===== config.mk =====
export PLATFORM = sky130hd
export DESIGN_NAME = piso_tx_flat
export DESIGN_NICKNAME = d
export VERILOG_FILES = /design/src/rtl/piso_tx_if.sv /design/src/rtl/piso_tx.sv /design/src/flat_wrapper.sv
export SDC_FILE = /design/constraint.sdc
export NUM_CORES = 1
export LEC_CHECK = 0
export CORE_AREA = 2 2 39 41
export DETAILED_ROUTE_END_ITERATION = 12
export DIE_AREA = 0 0 41 43
export HOLD_SLACK_MARGIN = 0.05
export PLACE_DENSITY_LB_ADDON = 0.05
export SYNTH_ARGS = -nofsm -noshare
export SYNTH_HDL_FRONTEND = slang
export SYNTH_SLANG_ARGS = --single-unit

===== constraint.sdc =====
create_clock -name CLK_IN -period 1.8 [get_ports CLK_IN]
set_clock_uncertainty 0.05 [all_clocks]
set_input_delay 0.54 -clock CLK_IN [delete_from_list [all_inputs] [get_ports CLK_IN]]
set_output_delay 0.54 -clock CLK_IN [all_outputs]
set_load 0.005 [all_outputs]

===== src/rtl/piso_tx_if.sv =====
// Handshake and serial-line bundle for piso_tx.
// The master drives words and the shift enable. The slave, which is piso_tx, drives the serial outputs.
interface piso_tx_if #(
   parameter int WIDTH = 4
);
   logic [WIDTH-1:0] D;
   logic             LOAD;
   logic             READY;
   logic             EN;
   logic             Q;
   logic             OE;
   logic             WORD_START;
   logic             UNDERRUN;

   modport master (
      output D, LOAD, EN,
      input  READY, Q, OE, WORD_START, UNDERRUN
   );

   modport slave (
      input  D, LOAD, EN,
      output READY, Q, OE, WORD_START, UNDERRUN
   );
endinterface


===== src/rtl/piso_tx.sv =====
// Parallel-in/serial-out transmitter that sends each word MSB-first and buffers one word.
// Define PISO_TX_IDLE_PATTERN_EN to send IDLE_PATTERN training words instead of an idle low line.
module piso_tx #(
   parameter int         WIDTH        = 4,
   parameter logic [9:0] IDLE_PATTERN = 10'h2AA
) (
   input logic    CLK_IN,
   input logic    RST_N,
   piso_tx_if.slave bus
);

   localparam int             CW   = (WIDTH > 1) ? $clog2(WIDTH) : 1;
   localparam logic [CW-1:0]  LAST = CW'(WIDTH - 1);

`ifdef PISO_TX_IDLE_PATTERN_EN
   typedef enum logic [1:0] {IDLE_Z = 2'd0, TRAIN = 2'd1, DATA = 2'd2} state_t;
   localparam logic [WIDTH-1:0] PATTERN = IDLE_PATTERN[WIDTH-1:0];
`else
   typedef enum logic [1:0] {IDLE_Z = 2'd0, DATA = 2'd2} state_t;
   logic unused_pattern;
   assign unused_pattern = ^IDLE_PATTERN;
`endif

   state_t           state, state_nxt;
   logic [WIDTH-1:0] shr, shr_nxt;
   logic [WIDTH-1:0] hold, hold_nxt;
   logic [CW-1:0]    cnt, cnt_nxt;
   logic             hv, hv_nxt;
   logic             underrun_q, underrun_nxt;
   logic             ready_int;
   logic             xfer;
   logic             boundary;

   assign ready_int = !hv && RST_N;
   assign xfer      = bus.LOAD && ready_int;
   // An empty shifter counts as a boundary every cycle, so an idle line reloads at once.
   assign boundary  = bus.EN && ((state == IDLE_Z) || (cnt == LAST));

   always_ff @(posedge CLK_IN) begin
      if (!RST_N) begin
         state      <= IDLE_Z;
         shr        <= '0;
         hold       <= '0;
         cnt        <= '0;
         hv         <= 1'b0;
         underrun_q <= 1'b0;
      end else begin
         state      <= state_nxt;
         shr        <= shr_nxt;
         hold       <= hold_nxt;
         cnt        <= cnt_nxt;
         hv         <= hv_nxt;
         underrun_q <= underrun_nxt;
      end
   end

   always_comb begin
      state_nxt    = state;
      shr_nxt      = shr;
      hold_nxt     = hold;
      cnt_nxt      = cnt;
      hv_nxt       = hv;
      underrun_nxt = 1'b0;
      if (boundary) begin
         cnt_nxt = '0;
         if (hv) begin
            shr_nxt   = hold;
            hv_nxt    = 1'b0;
            state_nxt = DATA;
         end else if (xfer) begin
            shr_nxt   = bus.D;
            state_nxt = DATA;
         end else begin
`ifdef PISO_TX_IDLE_PATTERN_EN
            shr_nxt   = PATTERN;
            state_nxt = TRAIN;
`else
            shr_nxt   = '0;
            state_nxt = IDLE_Z;
`endif
            underrun_nxt = (state == DATA);
         end
      end else begin
         if (bus.EN) begin
            shr_nxt = {shr[WIDTH-2:0], 1'b0};
            cnt_nxt = cnt + 1'b1;
         end
         if (xfer) begin
            hold_nxt = bus.D;
            hv_nxt   = 1'b1;
         end
      end
   end

   // Outputs are gated by RST_N so the line goes quiet as soon as reset is asserted.
   assign bus.READY      = ready_int;
   assign bus.Q          = RST_N && shr[WIDTH-1];
   assign bus.OE         = RST_N && (state == DATA);
   assign bus.WORD_START = RST_N && (state != IDLE_Z) && (cnt == '0);
   assign bus.UNDERRUN   = RST_N && underrun_q;

endmodule

===== src/flat_wrapper.sv =====
// flat-port wrapper written by rule: the top's interface ports become plain ports
module piso_tx_flat 
#(
   parameter int         WIDTH        = 4,
   parameter logic [9:0] IDLE_PATTERN = 10'h2AA
)
  (CLK_IN, RST_N, bus_D, bus_LOAD, bus_EN, bus_READY, bus_Q, bus_OE, bus_WORD_START, bus_UNDERRUN);
  piso_tx_if #(.WIDTH(WIDTH)) bus_i ();
  input logic CLK_IN;
  input logic RST_N;
  input wire logic [$bits(bus_i.D)-1:0] bus_D;
  input wire logic [$bits(bus_i.LOAD)-1:0] bus_LOAD;
  input wire logic [$bits(bus_i.EN)-1:0] bus_EN;
  output wire logic [$bits(bus_i.READY)-1:0] bus_READY;
  output wire logic [$bits(bus_i.Q)-1:0] bus_Q;
  output wire logic [$bits(bus_i.OE)-1:0] bus_OE;
  output wire logic [$bits(bus_i.WORD_START)-1:0] bus_WORD_START;
  output wire logic [$bits(bus_i.UNDERRUN)-1:0] bus_UNDERRUN;
  assign bus_i.D = bus_D;
  assign bus_i.LOAD = bus_LOAD;
  assign bus_i.EN = bus_EN;
  assign bus_READY = bus_i.READY;
  assign bus_Q = bus_i.Q;
  assign bus_OE = bus_i.OE;
  assign bus_WORD_START = bus_i.WORD_START;
  assign bus_UNDERRUN = bus_i.UNDERRUN;
  piso_tx #(.WIDTH(WIDTH), .IDLE_PATTERN(IDLE_PATTERN)) u_core (.CLK_IN(CLK_IN), .RST_N(RST_N), .bus(bus_i));
endmodule

==> flow_summary.toml, run 1 <==
[synth]
yosysWarnings = 0
seq_area_frac_synth_pct = 38.9
synth_top_flop_cell = "dfxtp_1"
synth-async-reset-ratio_pct = 0
syn_inst = 75
synth_edf_count = 0
syn_area_per_cell_um2 = 8.93
synth_area_um2 = 669
ys_seq_elements = 13
yosysUniqueCellTypes = 30
synth_fp_nets = 85

[setup_path]
cp-end-kind = "output pin"
crit_family = "buffers and inverters"
arrival_ns = 1.16
path_class = "input port to output pin"
crit_path_start_kind = "input port"
reg2reg_from = "u_core.cnt[1]"
critPathRequiredTime_ns = 1.21
worst-r2r-cell-count = 4
cp_num_buf_inv = 4
reg2reg_to = "u_core.hold[1]"
crit_chain = "buf_2, buf_6, buf_6, and3_1, buf_2"
max_stage_delay_ns = 0.16
slowest_stage = "and3_1"
critPathMaxFanout = 6
r2r_slack_ns = 0.36

[job]
max-cap-violations = 0

[placement]
post-place-cells = 107
place.detailed.hpwl_mm = 1.03
port_buffers = 12
gp_congestion = 0.767

[cts]
cts_buffers = 3
clock_sinks = 13
clockBufferDepth = 2
hold_buffers = 0
path_clk_slew_ns = 0.08
worstSkewPairLatency_ns = 0.28
h-tree-depth = 1
root_buffer = "clkbuf_4"
tritoncts = "built"

[sta]
slew_violations = 0
setup_tns_ns = 0
fmax_mhz = 571
final-hold-violation-count = 0
worstMarginPinSlew_ns = 0.307
slew_headroom_pct = 79.3
finalSetupViolCount = 0
period_share_pct = 97.2
final.min_clock_period_ns = 1.75
grt_setup_unrepaired = "no"

[floorplanning]
core-area_um2 = 1380
ioPinCount = 13
rows = 14
start_util_pct = 48.4
die_y_um = 43
die_area_um2 = 1760
die_w_um = 41

[route]
drtIter0Drc = 20
dr.pass1.iters = 4
dr_total_vias = 629
wirelength_mm = 1.51
wire_per_inst_um = 13.1
drc = 0
drt-vias-per-instance = 5.47
ant_nets = 0

[power]
power_leakage_nw = 0.405
power_density_nw_per_um2 = 688
peakVddDrop_uv = 453

[grt]
grt_pass1_vias = 608
grt_max_degree = 10
antenna_found_initial = 0
grt_first_pass_wirelength_mm = 2.55
grt-ovfl-total = 0
gr-usage-all-layers_pct = 21.5

[worst_hold_path]
min_from = "u_core.shr[2]"
min_path_type = "flip-flop to flip-flop"
hold_path_end = "u_core.shr[2]"
holdPathStages = 2

[layout]
area_delta_synth_final_pct = 32.7
fin_nets = 110
drive_gt1_share_pct = 27.3
mostFrequentLayoutCell = "dfxtp_1"
fin_cells = 115
mostFrequentLayoutCells = "dfxtp_1, nand2_1, buf_4"
n_antenna_cell = 0

[status]
outcome = "finished, final reports clean"
where the power goes:
group	switching (mW)	internal [mW]	leakage, nW
sequential	0.00905	0.303	0.107
clock	0.0965	0.0859	0.0150
combinational	0.0540	0.0630	0.283
synth_stat cells (2+ instances only):
cell,number,area (µm²)
dfxtp_1,13,260
nand2_1,10,37.5
inv_1,7,26.3
mux2i_1,4,40.0
a21oi_1,3,15.0
and2_1,3,18.8
buf_2,3,15.0
nand3_1,3,15.0
o21ai_0,3,15.0
a21boi_0,2,15.0
a221oi_2,2,30.0
ha_1,2,25.0
o211ai_1,2,15.0
o21ai_1,2,10.0
sequential cells by signal (all words and copies together), names as in the netlist:
signal	count
u_core.cnt	2
u_core.hold	4
u_core.hv	1
u_core.shr	4
u_core.state	1
u_core.underrun_q	1
routing by layer:
layer	vias up	global-route usage [%]	routed length, µm
met5	-	0	0
met3	4	4.71	78
met4	0	8.00	27
li1	310	-	-
met2	23	32.2	724
met1	292	29.0	677
worst register-to-register path, stage by stage (launching register included):
cell	delay [ns]
dfxtp_1	0.38
ha_1	0.20
and2b_1	0.28
o21ai_4	0.26
mux2i_1	0.21
worst max-delay path by stage:
stage,from,end,slack (ns),depth (start not counted)
final,RST_N,bus_WORD_START,0.05,5
after global routing,u_core.cnt[0],bus_WORD_START,0.02,4
after CTS,RST_N,bus_WORD_START,0.06,5
after detailed placement,RST_N,bus_WORD_START,-0.61,4
after global placement,RST_N,bus_WORD_START,-0.60,4
after floorplan,RST_N,bus_READY,0.18,3
cell type report:
class                           instances  area (µm²)
Fill cell                             133         495
Clock buffer                            4        26.3
Inverter                                7        26.3
Tap cell                               16        20.0
Sequential cell                        13         262
Timing Repair Buffer                   24         198
Multi-Input combinational cell         51         357
logic make-up (layout without fill, tap and decap cells):
group / Yosys count / count (layout) / share of synthesized area (%)
AOI/OAI and AO/OA: 18 / 18 / 20.9
adders and majority gates: 2 / 2 / 3.74
buffers and inverters: 11 / 35 / 7.85
DFF: 13 / 13 / 38.9
muxes: 4 / 4 / 5.98
and+or+nand+nor: 27 / 27 / 22.6
repair_timing:
action,in CTS,in global routing
gates resized for setup,21,1
setup endpoints to repair,5,1
buffers inserted,4,0
stage by stage:
| stage | hold WS (ns) | worst slack, ns | power [mW] | utilization [%] | cell area, µm² |
|---|---|---|---|---|---|
| global placement | 0.398 | -0.603 | 0.427 | 60.9 | 843 |
| CTS | 0.415 | 0.0566 | 0.612 | 64.1 | 887 |
| global route | 0.430 | 0.0247 | 0.643 | 64.2 | 888 |
| finish | 0.409 | 0.0498 | 0.611 | 64.2 | 888 |
| floorplan | 0.374 | 0.182 | 0.379 | - | 669 |
| detailed placement | 0.403 | -0.612 | 0.429 | 60.9 | 843 |
Power figures use the tool's default switching activity.
==> inputs of run 2 (changes only) <==
Clock period 1.8 ns to 2.2 ns, I/O delays scaled along.
==> run 2 against run 1 <==
Combinational power fell by 25%. Critical endpoint is now bus_OE. Critical path depth down 2. Sequential share of layout area rose by 1.2 points. Routed wire length is 7.5% lower. Global-route usage shrank 0.97 points. Largest cell class unchanged. Critical path type unchanged. Setup slack better by 0.0072 ns. Flip-flop and latch count stayed put. Sequential power down 18%. First-iteration DRC count decreased by 35%. Total power is 19% lower. Cell count decreased by 5.2%. Design area shrank 3.5%.
==> flow_summary.toml, run 2 (same netlist as run 1, synthesis figures left out) <==
[power]
power_leakage_nw = 0.385
pwr-share-comb_pct = 17.7
p_sw_mw = 0.129
power_density_nw_per_um2 = 577
peakVddDrop_uv = 354
swShare_pct = 26.2
clkPwrFrac_pct = 30.7
seqPwrFrac_pct = 51.6
p_int_mw = 0.365

[cts]
clock_sinks = 13
h-tree-depth = 1
path_clk_slew_ns = 0.07
tritoncts = "built"
hold_buffers = 0
cts_buffers = 3
root_buffer = "clkbuf_4"
clockBufferDepth = 2
worstSkewPairLatency_ns = 0.28

[worst_hold_path]
min_path_type = "flip-flop to flip-flop"

[sta]
final-hold-violation-count = 0
finalSetupViolCount = 0
fmax_mhz = 467
grt_setup_unrepaired = "no"
final.min_clock_period_ns = 2.14
slew_violations = 0
fin_hold_ws_ns = 0.399
period_share_pct = 97.4
fin_ws_ns = 0.0570
setup_tns_ns = 0
slew_headroom_pct = 74.7
worstMarginPinSlew_ns = 0.375

[route]
drt-vias-per-instance = 5.26
wirelength_mm = 1.39
drc = 0
ant_nets = 0
dr_total_vias = 573
drtIter0Drc = 13
wire_per_inst_um = 12.8
dr.pass1.iters = 6

[placement]
port_buffers = 12
gp_congestion = 0.787
place.detailed.hpwl_um = 948
dpl_worst_slack_ns = -0.516

[grt]
grt-ovfl-total = 0
grt_pass1_vias = 512
gr-usage-all-layers_pct = 20.5
grt_first_pass_wirelength_mm = 2.30
antenna_found_initial = 0
grt_max_degree = 11

[layout]
area_delta_synth_final_pct = 28.0
mostFrequentLayoutCells = "dfxtp_1, nand2_1, clkdlybuf4s50_1"
largestRegisters = "u_core.hold (4), u_core.shr (4), u_core.cnt (2)"
nFillCells = 130
fin_nets = 104
n_antenna_cell = 0
drive_gt1_share_pct = 20.4
finish.utilization_pct = 61.9
mostFrequentLayoutCell = "dfxtp_1"

[setup_path]
critPathMaxFanout = 10
arrival_ns = 1.43
path_class = "input port to output pin"
critPathRequiredTime_ns = 1.49
crit_path_start_kind = "input port"
cp-end-kind = "output pin"

[status]
outcome = "finished, final reports clean"

[job]
max-cap-violations = 0

[floorplanning]
rows = 14
die_w_um = 41
die_y_um = 43
ioPinCount = 13
core-area_um2 = 1380
die_area_um2 = 1760
start_util_pct = 48.4
## run 2: changes by cell type in the layout (fill, tap and decap cells not counted), sizes merged
| cell | before | now |
|---|---|---|
| buf | 16 | 7 |
| clkdlybuf4s15 | 2 | 0 |
| clkdlybuf4s50 | 6 | 10 |
| dlymetal6s2s | 0 | 1 |
## run 2: power by group through the flow
stage	sequential (mW)	clock, mW	combinational, mW
3_5_place_dp	0.260	0	0.0864
6_report	0.255	0.152	0.0875
2_1_floorplan	0.259	0	0.0516
3_3_place_gp	0.260	0	0.0857
5_1_grt	0.257	0.167	0.0965
4_1_cts	0.255	0.160	0.0866
## run 2: worst max-delay path: stages
cell and delay [ns]:
buf_4 0.14, and2_1 0.14, clkdlybuf4s50_1 0.49
## run 2: final cells by class
cell class	count	area (µm²)	share of cell area (%)
clock buffers	4	26.3	3.07
inverters	7	26.3	3.07
repair buffers	18	165	19.3
flip-flops and latches	13	263	30.7
well taps	16	20.0	2.34
multi-input cells	51	357	41.6
## run 2: path summary, 6_finish.rpt
check / start / end / slack, ns / depth (start not counted)
worst max-delay path: RST_N / bus_OE / 0.06 / 3
worst min-delay path: u_core.shr[1] / u_core.shr[1] / 0.40 / 2
worst max register to register: u_core.cnt[0] / u_core.shr[3] / 0.64 / 5
worst min register to register: u_core.shr[1] / u_core.shr[1] / 0.40 / 2
## run 2: stage by stage
| stage | instance area, µm² | instances | power, mW |
|---|---|---|---|
| 2_1_floorplan | 669 | 75 | 0.310 |
| 3_3_place_gp | 821 | 104 | 0.346 |
| 6_report | 857 | 109 | 0.494 |
| 3_5_place_dp | 821 | 104 | 0.347 |
| 5_1_grt | 857 | 109 | 0.520 |
| 4_1_cts | 846 | 108 | 0.502 |
## run 2: routing by layer
| layer | global-route usage [%] | vias up | part of all wire [%] | routed length, µm |
|---|---|---|---|---|
| met4 | 16.0 | 0 | 3.3 | 46 |
| met1 | 28.4 | 257 | 50 | 701 |
| met5 | 0 | - | 0 | 0 |
| met3 | 6.28 | 5 | 4.9 | 68 |
| li1 | - | 295 | - | - |
| met2 | 25.0 | 16 | 41 | 577 |
## run 2: timing repair
| action | in CTS | in global routing |
|---|---|---|
| buffers inserted | 0 | 1 |
| gates resized for setup | 7 | 2 |
| endpoints found under the setup margin | 5 | 1 |
| cloned | 0 | 0 |
| endpoints found under the hold margin | 0 | 0 |
==> inputs of run 3 (changes only) <==
Settings changed: REMOVE_ABC_BUFFERS set to 1, SLEW_MARGIN set to 20.
==> run 3 against run 2 <==
Cell count stayed put. Worst hold slack hardly changed. Largest cell class unchanged. Critical path type unchanged. Flip-flop and latch count stayed put. Core utilization is 0.45 points lower. Via count is 2.4% higher. Register-to-register slack better by 0.14 ns. Die area stayed put. Largest power group unchanged. Count of clock-buffer cells in the layout stayed put.
==> flow_summary.toml, run 3 (same netlist as run 1, synthesis figures left out) <==
[status]
outcome = "finished, final reports clean"

[cts]
clockBufferDepth = 2
worstSkewPairLatency_ns = 0.27
root_buffer = "clkbuf_4"
tritoncts = "built"
h-tree-depth = 1
cts_buffers = 3
clock_sinks = 13
hold_buffers = 0
path_clk_slew_ns = 0.07

[layout]
mostFrequentLayoutCell = "dfxtp_1"
largestRegisters = "u_core.hold (4), u_core.shr (4), u_core.cnt (2)"
mostFrequentLayoutCells = "dfxtp_1, nand2_1, inv_1"
stdcell_area_um2 = 851
area_delta_synth_final_pct = 27.1
fin_cells = 109
drive_gt1_share_pct = 17.2
fin_nets = 104
n_antenna_cell = 0

[setup_path]
reg2reg_from = "u_core.cnt[0]"
cp-end-kind = "output pin"
crit_path_start_kind = "input port"
arrival_ns = 1.46
endpoint = "bus_READY"
critPathLaunch = "RST_N"
r2r_slack_ns = 0.78
critPathRequiredTime_ns = 1.49
path_class = "input port to output pin"
reg2reg_to = "u_core.hold[1]"
worst-r2r-cell-count = 4
critPathMaxFanout = 7

[route]
wire_per_inst_um = 11.5
wirelength_mm = 1.25
dr_total_vias = 587
drtIter0Drc = 8
ant_nets = 0
drc = 0
drt-vias-per-instance = 5.39
dr.pass1.iters = 4

[floorplanning]
core-area_um2 = 1380
die_w_um = 41
die_y_um = 43
rows = 14
start_util_pct = 48.4
die_area_um2 = 1760
ioPinCount = 13

[grt]
gr-usage-all-layers_pct = 18.5
grt-ovfl-total = 0
grt_first_pass_wirelength_mm = 2.18
grt_pass1_vias = 542
antenna_found_initial = 0
grt_max_degree = 11

[power]
p_sw_mw = 0.123
pwr-share-comb_pct = 17.4
peakVddDrop_uv = 342
p_int_mw = 0.362
power_density_nw_per_um2 = 570
swShare_pct = 25.3
seqPwrFrac_pct = 52.6
clkPwrFrac_pct = 30.0
power_leakage_nw = 0.388

[placement]
port_buffers = 12
gp_congestion = 0.711
post-place-cells = 104
place.detailed.hpwl_um = 940
placed_area_um2 = 821

[sta]
fmax_mhz = 461
finalSetupViolCount = 0
final.min_clock_period_ns = 2.17
slew_violations = 0
slew_headroom_pct = 75.2
worstMarginPinSlew_ns = 0.367
final-hold-violation-count = 0
period_share_pct = 98.5
grt_setup_unrepaired = "no"

[job]
max-cap-violations = 0

[worst_hold_path]
min_path_type = "flip-flop to flip-flop"
run 3: per-layer routing:
layer  GRT usage, %  share of wire [%]  wire length [µm]
met5              0                  0                 0
met1           23.0                 48               600
met4           10.0                2.3                29
met3           6.28                4.5                56
met2           26.9                 45               565
run 3: what timing repair did:
item,4_1_cts,5_1_grt
setup buffers,1,0
gates resized for setup,7,0
endpoints found under the setup margin,5,0
endpoints found under the hold margin,0,0
run 3: final cells by class:
| cell class | instances | area, µm² |
|---|---|---|
| fillers | 127 | 533 |
| well taps | 16 | 20.0 |
| clock buffers | 4 | 26.3 |
| repair buffers | 18 | 161 |
| flip-flops and latches | 13 | 260 |
| inverters | 7 | 26.3 |
| multi-input cells | 51 | 357 |
run 3: worst min path at each step:
stage	end	slack, ns	depth (start not counted)	start
after floorplan	u_core.shr[2]	0.37	2	u_core.shr[2]
after global placement	u_core.shr[2]	0.39	2	u_core.shr[2]
after detailed placement	u_core.shr[2]	0.39	2	u_core.shr[2]
after CTS	u_core.shr[2]	0.40	2	u_core.shr[2]
after global routing	u_core.shr[1]	0.42	2	u_core.shr[1]
final	u_core.shr[2]	0.40	2	u_core.shr[2]
run 3: per-stage QoR:
stage          util, %  TNS, ns  total power [mW]  setup slack, ns  hold WS [ns]
2_1_floorplan        -        0             0.301            0.655         0.374
3_3_place_gp      59.3    -1.99             0.346           -0.416         0.386
3_5_place_dp      59.3    -1.94             0.347           -0.410         0.389
4_1_cts           61.5        0             0.490           0.0312         0.400
5_1_grt           61.5        0             0.515           0.0107         0.422
6_report          61.5        0             0.485           0.0331         0.399
run 3: power by group through the flow:
stage                     clock (mW)  combinational, mW  sequential, mW
after floorplan                    0             0.0408           0.261
after global placement             0             0.0854           0.260
after detailed placement           0             0.0865           0.261
after CTS                      0.150             0.0855           0.255
after global routing           0.166             0.0935           0.256
final                          0.145             0.0845           0.255
run 3: critical path, cell delays in order:
cell and delay (ns):
dlygate4sd2_1 0.24, buf_6 0.12, and2b_2 0.18, dlygate4sd2_1 0.25
